--- config.mk ---
export PLATFORM = sky130hd
export DESIGN_NAME = easy_fifo_axis_packer
export DESIGN_NICKNAME = d
export VERILOG_FILES = /design/src/rtl/easy_fifo_axis_pkg.sv /design/src/rtl/easy_fifo_axis_packer.sv
export SDC_FILE = /design/constraint.sdc
export NUM_CORES = 1
export LEC_CHECK = 0
export CAP_MARGIN = 10
export CORE_MARGIN = 2
export CORE_UTILIZATION = 53
export CTS_CLUSTER_SIZE = 14
export DETAILED_ROUTE_END_ITERATION = 7
export PLACE_DENSITY = 0.89
export SETUP_SLACK_MARGIN = 0.15
export SLEW_MARGIN = 20
export SYNTH_ARGS = -nofsm -noshare
export SYNTH_HDL_FRONTEND = slang
export SYNTH_SLANG_ARGS = --single-unit
--- constraint.sdc ---
create_clock -name wr_clk_int -period 2.55 [get_ports wr_clk_int]
set_clock_uncertainty 0.15 [all_clocks]
set_input_delay 0.51 -clock wr_clk_int [delete_from_list [all_inputs] [get_ports wr_clk_int]]
set_output_delay 0.51 -clock wr_clk_int [all_outputs]
set_load 0.05 [all_outputs]
--- src/rtl/easy_fifo_axis_pkg.sv ---
// Shared helpers for the AXIS packer: lane keep masks and lane-counter sizing.
package easy_fifo_axis_pkg;

    // Low n bits set, clamped to the lane count so a full word never overflows.
    function automatic int unsigned keep_mask(input int unsigned n, input int unsigned ratio);
        int unsigned m;
        m = (n >= ratio) ? ratio : n;
        if (m >= 32) begin
            return '1;
        end
        return (32'd1 << m) - 32'd1;
    endfunction

    function automatic int lane_w(input int ratio);
        return (ratio > 1) ? $clog2(ratio) : 1;
    endfunction

endpackage

--- src/rtl/easy_fifo_axis_packer.sv ---
// AXIS upsizer: RATIO narrow beats -> one wide word, closed early by tlast or flush; 1-cycle latency.
// Input ready is the output slot being free, so a stalled output word holds the input off.
module easy_fifo_axis_packer
    import easy_fifo_axis_pkg::*;
#(
    parameter int IN_DWIDTH = 8,
    parameter int RATIO     = 4,
    localparam int OUT_DWIDTH = IN_DWIDTH * RATIO
) (
    input  logic                      wr_clk_int,
    input  logic                      rst,
    input  logic [IN_DWIDTH-1:0]      s_axis_tdata,
    input  logic                      s_axis_tvalid,
    input  logic                      s_axis_tlast,
    output logic                      s_axis_tready,
    input  logic                      flush,
    output logic [OUT_DWIDTH-1:0]     m_axis_tdata,
    output logic [RATIO-1:0]          m_axis_tkeep,
    output logic                      m_axis_tlast,
    output logic                      m_axis_tvalid,
    input  logic                      m_axis_tready,
    output logic [$clog2(RATIO)-1:0]  lane_cnt
);

    localparam int LANE_W = lane_w(RATIO);

    logic [LANE_W-1:0]     lane_cnt_q, lane_cnt_d;
    logic [OUT_DWIDTH-1:0] acc_q, acc_d;
    logic [RATIO-1:0]      acc_keep_q, acc_keep_d;
    logic [OUT_DWIDTH-1:0] out_dat_q, out_dat_d;
    logic [RATIO-1:0]      out_keep_q, out_keep_d;
    logic                  out_last_q, out_last_d;
    logic                  out_vld_q, out_vld_d;

    logic                  slot_free;
    logic                  acc_hs;
    logic                  close;
    logic                  flush_fire;
    logic [OUT_DWIDTH-1:0] merged;
    logic [RATIO-1:0]      merged_keep;
    logic [31:0]           close_keep;

    assign slot_free  = ~out_vld_q | m_axis_tready;
    assign acc_hs     = s_axis_tvalid & slot_free;
    assign close      = acc_hs & ((lane_cnt_q == LANE_W'(RATIO - 1)) | s_axis_tlast);
    assign flush_fire = flush & ~acc_hs & (lane_cnt_q != '0) & slot_free;
    assign close_keep = keep_mask(32'(lane_cnt_q) + 32'd1, RATIO);

    // Lanes above lane_cnt are always zero in the accumulator, so merging only writes one lane.
    always_comb begin
        merged      = acc_q;
        merged_keep = acc_keep_q;
        for (int i = 0; i < RATIO; i++) begin
            if (lane_cnt_q == LANE_W'(i)) begin
                merged[i*IN_DWIDTH +: IN_DWIDTH] = s_axis_tdata;
                merged_keep[i]                   = 1'b1;
            end
        end
    end

    always_comb begin
        lane_cnt_d = lane_cnt_q;
        acc_d      = acc_q;
        acc_keep_d = acc_keep_q;
        if (close || flush_fire) begin
            lane_cnt_d = '0;
            acc_d      = '0;
            acc_keep_d = '0;
        end else if (acc_hs) begin
            lane_cnt_d = lane_cnt_q + LANE_W'(1);
            acc_d      = merged;
            acc_keep_d = merged_keep;
        end
    end

    always_comb begin
        out_dat_d  = out_dat_q;
        out_keep_d = out_keep_q;
        out_last_d = out_last_q;
        out_vld_d  = out_vld_q;
        if (out_vld_q && m_axis_tready) begin
            out_vld_d = 1'b0;
        end
        if (close) begin
            out_dat_d  = merged;
            out_keep_d = close_keep[RATIO-1:0];
            out_last_d = s_axis_tlast;
            out_vld_d  = 1'b1;
        end else if (flush_fire) begin
            out_dat_d  = acc_q;
            out_keep_d = acc_keep_q;
            out_last_d = 1'b0;
            out_vld_d  = 1'b1;
        end
    end

    always_ff @(posedge wr_clk_int) begin
        if (rst) begin
            lane_cnt_q <= '0;
            acc_q      <= '0;
            acc_keep_q <= '0;
        end else begin
            lane_cnt_q <= lane_cnt_d;
            acc_q      <= acc_d;
            acc_keep_q <= acc_keep_d;
        end
    end

    always_ff @(posedge wr_clk_int) begin
        if (rst) begin
            out_dat_q  <= '0;
            out_keep_q <= '0;
            out_last_q <= 1'b0;
            out_vld_q  <= 1'b0;
        end else begin
            out_dat_q  <= out_dat_d;
            out_keep_q <= out_keep_d;
            out_last_q <= out_last_d;
            out_vld_q  <= out_vld_d;
        end
    end

    assign s_axis_tready = slot_free;
    assign m_axis_tdata  = out_dat_q;
    assign m_axis_tkeep  = out_keep_q;
    assign m_axis_tlast  = out_last_q;
    assign m_axis_tvalid = out_vld_q;
    assign lane_cnt      = lane_cnt_q;

endmodule

==> results.sh <==
export IMPL_synth_cells=348
export IMPL_track_usage_pct=23.4
export IMPL_grtUsageMet2_pct=38.8
export IMPL_min_to="acc_keep_q[0]"
export IMPL_tns_ps=0
export IMPL_vias=2874
export IMPL_gr_usage_met1_pct=30.4
export IMPL_drt_total_wl_mm=8.12
export IMPL_drive_above_1_share_pct=15.4
export IMPL_setup_viol=0
export IMPL_clkTransAtPathRegs_ps=70
export IMPL_syn_area_um2=3490
export IMPL_postCtsResizedCells=0
export IMPL_grt_pass1_wl_mm=13.4
export IMPL_insertion_delay_ps=350
export IMPL_hpwlAfterDp_mm=5.36
export IMPL_max_cap_violations=0
export IMPL_ys_warn_count=0
export IMPL_p_per_area_nw_per_um2=623
export IMPL_finalCritPeriodShare_pct=90.3
export IMPL_busiest_layer="met2"
export IMPL_cts_sinks=76
export IMPL_grt_use_met3_pct=3.70
export IMPL_reg2reg_depth=7
export IMPL_layout_nets=419
export IMPL_final_common_cell="dfxtp_1"
export IMPL_worst_path_max_delay_cell="clkdlybuf4s50_1"
export IMPL_clockBufferDepth=2
export IMPL_grt_overflow=0
export IMPL_min_from="acc_keep_q[0]"
export IMPL_dp_cells=465
export IMPL_worstHoldPathCells=2
export IMPL_final_antenna_net_count=0
export IMPL_crit_type="reg2out"
export IMPL_yosysSeqAreaShare_pct=43.6
export IMPL_worst_slew_pin_slew_ps=715
export IMPL_grt_max_degree=49
export IMPL_ctsHoldBuffers=0
export IMPL_synth_distinct_cells=28
export IMPL_peakVddDrop_v=0.000400
export IMPL_max_freq_mhz=434
export IMPL_async_flop_share_pct=0
export IMPL_report_final_slew_viol_count=0
export IMPL_first_pass_iters=5
export IMPL_die_height_um=85.2
export IMPL_hold_path_class="reg2reg"
export IMPL_path_depth=1
export IMPL_final_cell_mix="dfxtp_1, mux2i_1, clkdlybuf4s50_1"
export IMPL_crit_family="buffers and inverters"
export IMPL_num_rows=29
export IMPL_synth_edf_count=0
export IMPL_start_kind="register"
export IMPL_drc=0
export IMPL_path_buf_inv=1
export IMPL_antenna_cells=0
export IMPL_max_slew_margin_pct=51.9
export IMPL_portBuffers=54
export IMPL_hold_viol_final=0
export IMPL_min_period_ps=2300
export IMPL_drtIter0Drc=154
export IMPL_p_leak_nw=1.62
export IMPL_core_um2=6350
export IMPL_r2r_slack_ps=270
export IMPL_ioPinCount=55
export IMPL_critPathLaunch="lane_cnt[1]"
export IMPL_critPathCaptureType="output pin"
export IMPL_die_width_um=85.2
export IMPL_grt_setup_unrepaired="no"
export IMPL_tritoncts="built"
export IMPL_fin_cells=479
export IMPL_rr_endpoint="m_axis_tkeep[2]"
export IMPL_avgViaCountPerCell=6.00
export IMPL_p_total_mw=2.65
export IMPL_reg2reg_from="lane_cnt[1]"
export IMPL_crit_fanout=6
export IMPL_cts_setup_buffers=0
export IMPL_outcome="finished, final reports clean"
export IMPL_syn_num_nets=368
export IMPL_root_buffer="clkbuf_8"
export IMPL_start_util_pct=55.0
export IMPL_synth_top_flop_cell="dfxtp_1"
export IMPL_crit_path_cell_trace="clkdlybuf4s50_1"
export IMPL_gp_congestion=0.783
export IMPL_grt_pass1_vias=2717
export IMPL_crit_arrival_ps=1640
export IMPL_antenna_found_initial=0
export IMPL_num_fill_cells=441
export IMPL_crit_required_ps=1890
export IMPL_die_area_um2=7250
export IMPL_area_growth_pct=21.8
export IMPL_crit_path_max_incr_delay_ps=860
export IMPL_htreeDepth=3
export IMPL_syn_area_per_cell_um2=10.0
export IMPL_wl_per_cell_um=17.0
export IMPL_cts_buffers=9
export IMPL_synth_seq_cells=76
[through the flow]
step	utilization [%]	setup slack [ps]	hold WS (ps)	cell area (um^2)
after floorplan	-	194	275	3490
after global placement	64.7	163	288	4110
after detailed placement	64.7	97.3	296	4110
after CTS	67.0	233	308	4250
after global routing	67.0	155	327	4250
final	67.0	246	301	4250
[worst max-delay path by stage]
stage                                  end  slack [ps]
after floorplan           m_axis_tdata[10]         190
after global placement     m_axis_tkeep[2]         160
after detailed placement   m_axis_tkeep[2]         100
after CTS                      lane_cnt[1]         230
after global routing       m_axis_tdata[1]         160
final                          lane_cnt[1]         250
[sequential cells by signal (all words and copies together) (netlist names)]
name / flops
acc_q: 32
lane_cnt: 2
m_axis_tdata: 32
m_axis_tkeep: 4
acc_keep_q: 4
m_axis_tvalid: 1
m_axis_tlast: 1
[logic make-up after synthesis]
kind of cell / count (synthesis) / share of synthesized area [%]
xor+xnor: 2 / 0.502
buf+inv: 38 / 5.59
simple gates: 86 / 11.1
fa+ha+maj: 6 / 2.15
mux: 56 / 16.1
compound gates: 84 / 21.0
flops: 76 / 43.6
[Yosys cell counts, types with 4 or more instances]
cell      instances  area (um^2)
mux2i_1          56          561
dfxtp_1          76         1520
a221oi_2         26          390
nor2_1           25         93.8
nand3_1           8         40.0
a221oi_1          7         61.3
nand2_1          37          139
buf_6             5         56.3
clkbuf_1         14         52.6
nor3_1            4         20.0
a21oi_1          42          210
a31oi_1           4         25.0
buf_2            12         60.1
inv_1             6         22.5
ha_1              6         75.1
and2_1            8         50.1
[layer usage]
| metal | vias to the layer above | routed length, um | part of all wire (%) |
|---|---|---|---|
| li1 | 1366 | - | - |
| met1 | 1386 | 3580 | 44 |
| met2 | 107 | 4010 | 49 |
| met3 | 15 | 362 | 4.5 |
| met4 | 0 | 170 | 2.1 |
| met5 | - | 0 | 0 |
[where the power goes]
group	total (mW)	leakage, nW	switching [mW]	internal, mW
Combinational	0.624	0.919	0.391	0.233
Sequential	1.28	0.620	0.0363	1.25
Clock	0.745	0.0763	0.401	0.344
[cell type report]
cell class	instances	area, um^2	share of cell area, %
clock buffer	12	135	3.18
clock inverter	2	13.8	0.324
inverter	7	26.3	0.618
multi-input combinational	234	1780	41.7
sequential	76	1520	35.8
tap	77	96.3	2.26
timing repair buffer	71	686	16.1
Note: power is estimated with default switching activity, not from simulation.
==> RTL edit 1: new RTL, config.mk and constraints unchanged <==
`out_dat_q` no longer has a reset.
--- a/src/rtl/easy_fifo_axis_packer.sv
+++ b/src/rtl/easy_fifo_axis_packer.sv
@@ -110,3 +110,2 @@
         if (rst) begin
-            out_dat_q  <= '0;
             out_keep_q <= '0;
@@ -115,3 +114,2 @@
         end else begin
-            out_dat_q  <= out_dat_d;
             out_keep_q <= out_keep_d;
@@ -120,2 +118,6 @@
         end
+    end
+
+    always_ff @(posedge wr_clk_int) begin
+        out_dat_q <= out_dat_d;
     end
Formal check against the unedited RTL: not equivalent (Yosys sat finds a counterexample within 4 cycles, from zero or initial values and one cycle with rst high).
==> RTL edit 1 against the unedited design <==
Sequential cell count is the same; highest routed layer unchanged; wire length shrank 26%; cell count shrank 17%; critical path depth is the same; area after synthesis shrank 12%; setup slack lost 0.014 ns; non-clock buffer count shrank 9; total power grew 4.4%; final area shrank 7.6%; global-route usage shrank 2.5 points.
==> RTL edit 1: results (changes against the unedited design) <==
metric,value,unit,change
post_cts_buffers,0,,unchanged
placed_area,3720,sq um,-9.5%
wl,6000,um,-26%
synthFlopType,dfxtp_1,,
n_antenna_cell,0,,unchanged
grt_start_max_net_pins,30,,-39%
worstSkewPairLatency,0.36,ns,
hold_class,reg2reg,,
cp_max_fo,6,,unchanged
grt_pass1_wl,9830,um,-27%
dp_slack,0.101,ns,+0.00339 ns
place_hpwl,4040,um,-25%
grtUsageTotal,0.210,,-0.0247
vias,2125,,-26%
swShare,0.268,,-0.0441
firstDrtPassIters,4,,-1
synth_edf_count,32,,+32
status,"complete, no violations",,
cpPeakStageDelay,0.85,ns,
path_delay_family,buffers and inverters,,
grt_pass1_vias,2022,,-26%
ys_types,28,,unchanged
r2r_cells,6,,-1
cellLeakagePower,1.46,nW,-9.6%
ant_nets,0,,unchanged
hold_viol_final,0,,unchanged
cts_resized,0,,unchanged
antenna_found_initial,0,,unchanged
min_from,acc_q[27],,
yosysWarnings,0,,unchanged
cts_inserted_buffers,9,,unchanged
clock-root-buffer,clkbuf_8,,
ys_top_cells_by_count,"nand2_1, dfxtp_1, edfxtp_1, mux2_2, a21oi_1",,
timing.rr.end,m_axis_tdata[22],,
synthArstFlopShare,0,,unchanged
yosysSeqAreaShare,0.602,,+0.167
io_buffer_count,54,,unchanged
synth.area.top_cells,"edfxtp_1, dfxtp_1, mux2_2, nand2_1, a21oi_1",,
worstMarginPinSlew,0.689,ns,-0.0262 ns
gp_congestion,0.894,,+14%
synth_fp_nets,280,,-24%
drtIter0Drc,117,,-24%
drive_gt1_frac,0.221,,+0.0666
peakVddDrop,0.000407,V,+1.8%
hold_ws,0.309,ns,+0.00758 ns
r2r_slack,0.49,ns,+0.22 ns
crit_path_top_delay_cell,clkdlybuf4s50_1,,
r2r_start,lane_cnt[0],,
min_to,acc_q[27],,
cts.clk_slew.worst_paths,0.08,ns,
cts_buffer_depth,2,,unchanged
htree_levels,3,,unchanged
holdPathStages,1,,-1
fin_nets,341,,-19%
## RTL edit 1: cell types whose count changed after synthesis, sizes merged, moves of 8 or more
| cell | before | now |
|---|---|---|
| nand2 | 37 | 55 |
| dfxtp | 76 | 44 |
| mux2 | 0 | 32 |
| mux2i | 56 | 0 |
| edfxtp | 0 | 32 |
| nor2 | 25 | 9 |
| a21oi | 42 | 28 |
| buf | 17 | 9 |
| clkbuf | 14 | 3 |
| a221oi | 33 | 0 |
## RTL edit 1: layout make-up
cell class | instances | area, sq um
Inverter | 2 | 7.51
Clock buffer | 12 | 166
Clock inverter | 4 | 46.3
Timing Repair Buffer | 62 | 636
Fill cell | 358 | 1610
Sequential cell | 76 | 1840
Tap cell | 72 | 90.1
Multi-Input combinational cell | 170 | 1140
## RTL edit 1: kinds of logic (layout without fill, tap and decap cells)
family                   after synthesis  in the layout  share of synthesized area
XOR/XNOR                               2              2                    0.00573
flip-flops                            76             76                      0.602
buffers and inverters                 14             80                     0.0270
multiplexers                          32             32                      0.118
adder cells (fa/ha/maj)                6              6                     0.0245
AO/OA/AOI/OAI                         38             38                     0.0859
AND/OR/NAND/NOR                       92             92                      0.137
## RTL edit 1: worst max path at each step
stage,to,slack (ns),from,cells after the start
after floorplan,m_axis_tdata[0],0.18,lane_cnt[0],6
after global routing,lane_cnt[0],0.17,lane_cnt[0],1
final,lane_cnt[0],0.23,lane_cnt[0],1
after CTS,lane_cnt[0],0.22,lane_cnt[0],1
after detailed placement,acc_keep_q[3],0.10,s_axis_tvalid,5
after global placement,m_axis_tdata[12],0.18,m_axis_tready,5
## RTL edit 1: layer usage
layer / share of wire / track usage / wire length, um
met5: 0 / 0 / 0
met3: 0.052 / 0.0554 / 309
met2: 0.50 / 0.333 / 2990
met1: 0.43 / 0.266 / 2600
met4: 0.017 / 0.100 / 100
## RTL edit 1: stage by stage
stage	instances	total power (W)	utilization
after floorplan	260	0.00168	-
after global placement	382	0.00183	0.671
after global routing	398	0.00287	0.709
after detailed placement	382	0.00184	0.671
after CTS	398	0.00278	0.709
final	398	0.00277	0.709
## RTL edit 1: power groups by stage
stage	Combinational, W	Clock [W]	Sequential, W
floorplan	0.000148	0	0.00153
global placement	0.000451	0	0.00138
detailed placement	0.000456	0	0.00138
CTS	0.000458	0.000970	0.00136
global route	0.000484	0.00102	0.00136
finish	0.000457	0.000957	0.00136
==> RTL edit 2: new RTL, config.mk and constraints unchanged <==
Without the edit above. `RATIO`: 4 -> 8.
--- a/src/rtl/easy_fifo_axis_packer.sv
+++ b/src/rtl/easy_fifo_axis_packer.sv
@@ -6,3 +6,3 @@
     parameter int IN_DWIDTH = 8,
-    parameter int RATIO     = 4,
+    parameter int RATIO     = 8,
     localparam int OUT_DWIDTH = IN_DWIDTH * RATIO
Interface: changed (resized lane_cnt, m_axis_tdata and m_axis_tkeep); port bits go from 55 to 92. No check against the original RTL was run, so the function may have changed too.
==> RTL edit 2 against the unedited design <==
The run now ends with design-rule violations left; setup slack lost 0.059 ns; total power grew 120%; clock power grew to 3.5 times the old value; sequential power grew 92%; final area grew 90%; first-iteration DRC count grew to 3.4 times the old value; global-route usage grew 2.6 points; sequential cell count grew 73; wire length grew 100%; hold slack gained 0.0073 ns; area after synthesis grew 81%.
==> RTL edit 2: results (changes against the unedited design) <==
metric,value,unit,change
worstSetupEndpoint,lane_cnt[2],,
grtUsageTotal,0.261,,+0.0262
fill_cells,805,,+83%
violations,design-rule violations,,
ys_types,47,,+68%
cpPeakStageDelay,0.84,ns,-0.02 ns
grt_pass1_wl,26500,um,+97%
startpoint,lane_cnt[2],,
grtUsageMet3,0.0498,,+0.0128
arrival,1.70,ns,+0.06 ns
clock-root-buffer,clkbuf_16,,
ys_top_cells_by_count,"dfxtp_1, mux2i_1, nor2_1",,
drc,8,,+8
io_buffer_count,91,,+69%
dp_slack,0.0687,ns,-0.0285 ns
wl,16600,um,+100%
timing.rr.end,m_axis_tdata[54],,
htree_levels,4,,+1
cp_max_fo,16,,+10
gp_congestion,0.871,,+11%
hold_ws,0.308,ns,+0.00726 ns
min_from,m_axis_tkeep[4],,
vias,5085,,+77%
status,"finished, violations left",,
fin_nets,732,,+75%
drive_gt1_frac,0.142,,-0.0118
RTL edit 2: cell count changes after synthesis, sizes merged, moves of 22 or more:
cell / change
a21oi: -28
a221oi: -32
buf: +22
dfxtp: +73
mux2i: +57
nor2: +52
o2bb2ai: +52
RTL edit 2: report_power, final:
group / internal [W] / total, W / switching (W)
clock network: 0.00158 / 0.00260 / 0.00102
logic: 0.000291 / 0.000795 / 0.000504
registers: 0.00240 / 0.00246 / 0.0000552
RTL edit 2: area by class of cell:
type	instances	area, sq um	share of cell area
sequential	149	2990	0.370
clock buffer	19	443	0.0548
tap	143	179	0.0221
multi-input combinational	397	2980	0.368
clock inverter	13	166	0.0206
inverter	14	55.1	0.00681
timing repair buffer	131	1280	0.158
RTL edit 2: per-layer routing:
| metal | part of all wire | wire length [um] | vias up |
|---|---|---|---|
| li1 | - | - | 2394 |
| met1 | 0.42 | 7040 | 2468 |
| met2 | 0.50 | 8310 | 192 |
| met3 | 0.059 | 974 | 31 |
| met4 | 0.018 | 306 | 0 |
| met5 | 0 | 0 | - |
RTL edit 2: kinds of logic after synthesis:
group / synth area share
multiplexers: 0.183
XOR/XNOR: 0.00277
AO/OA/AOI/OAI: 0.154
buffers and inverters: 0.0618
AND/OR/NAND/NOR: 0.111
adder cells (fa/ha/maj): 0.0158
flip-flops: 0.472
RTL edit 2: tightest hold or removal path: stages (launching register included):
cell and delay, ns:
dfxtp_1 0.31, nand2_1 0.05, a21oi_1 0.05
RTL edit 2: repair_timing:
action	in CTS	in global routing
pin swaps	1	0
gates cloned	0	0
buffers inserted	1	0
endpoints found under the setup margin	89	34
gates resized for setup	3	5
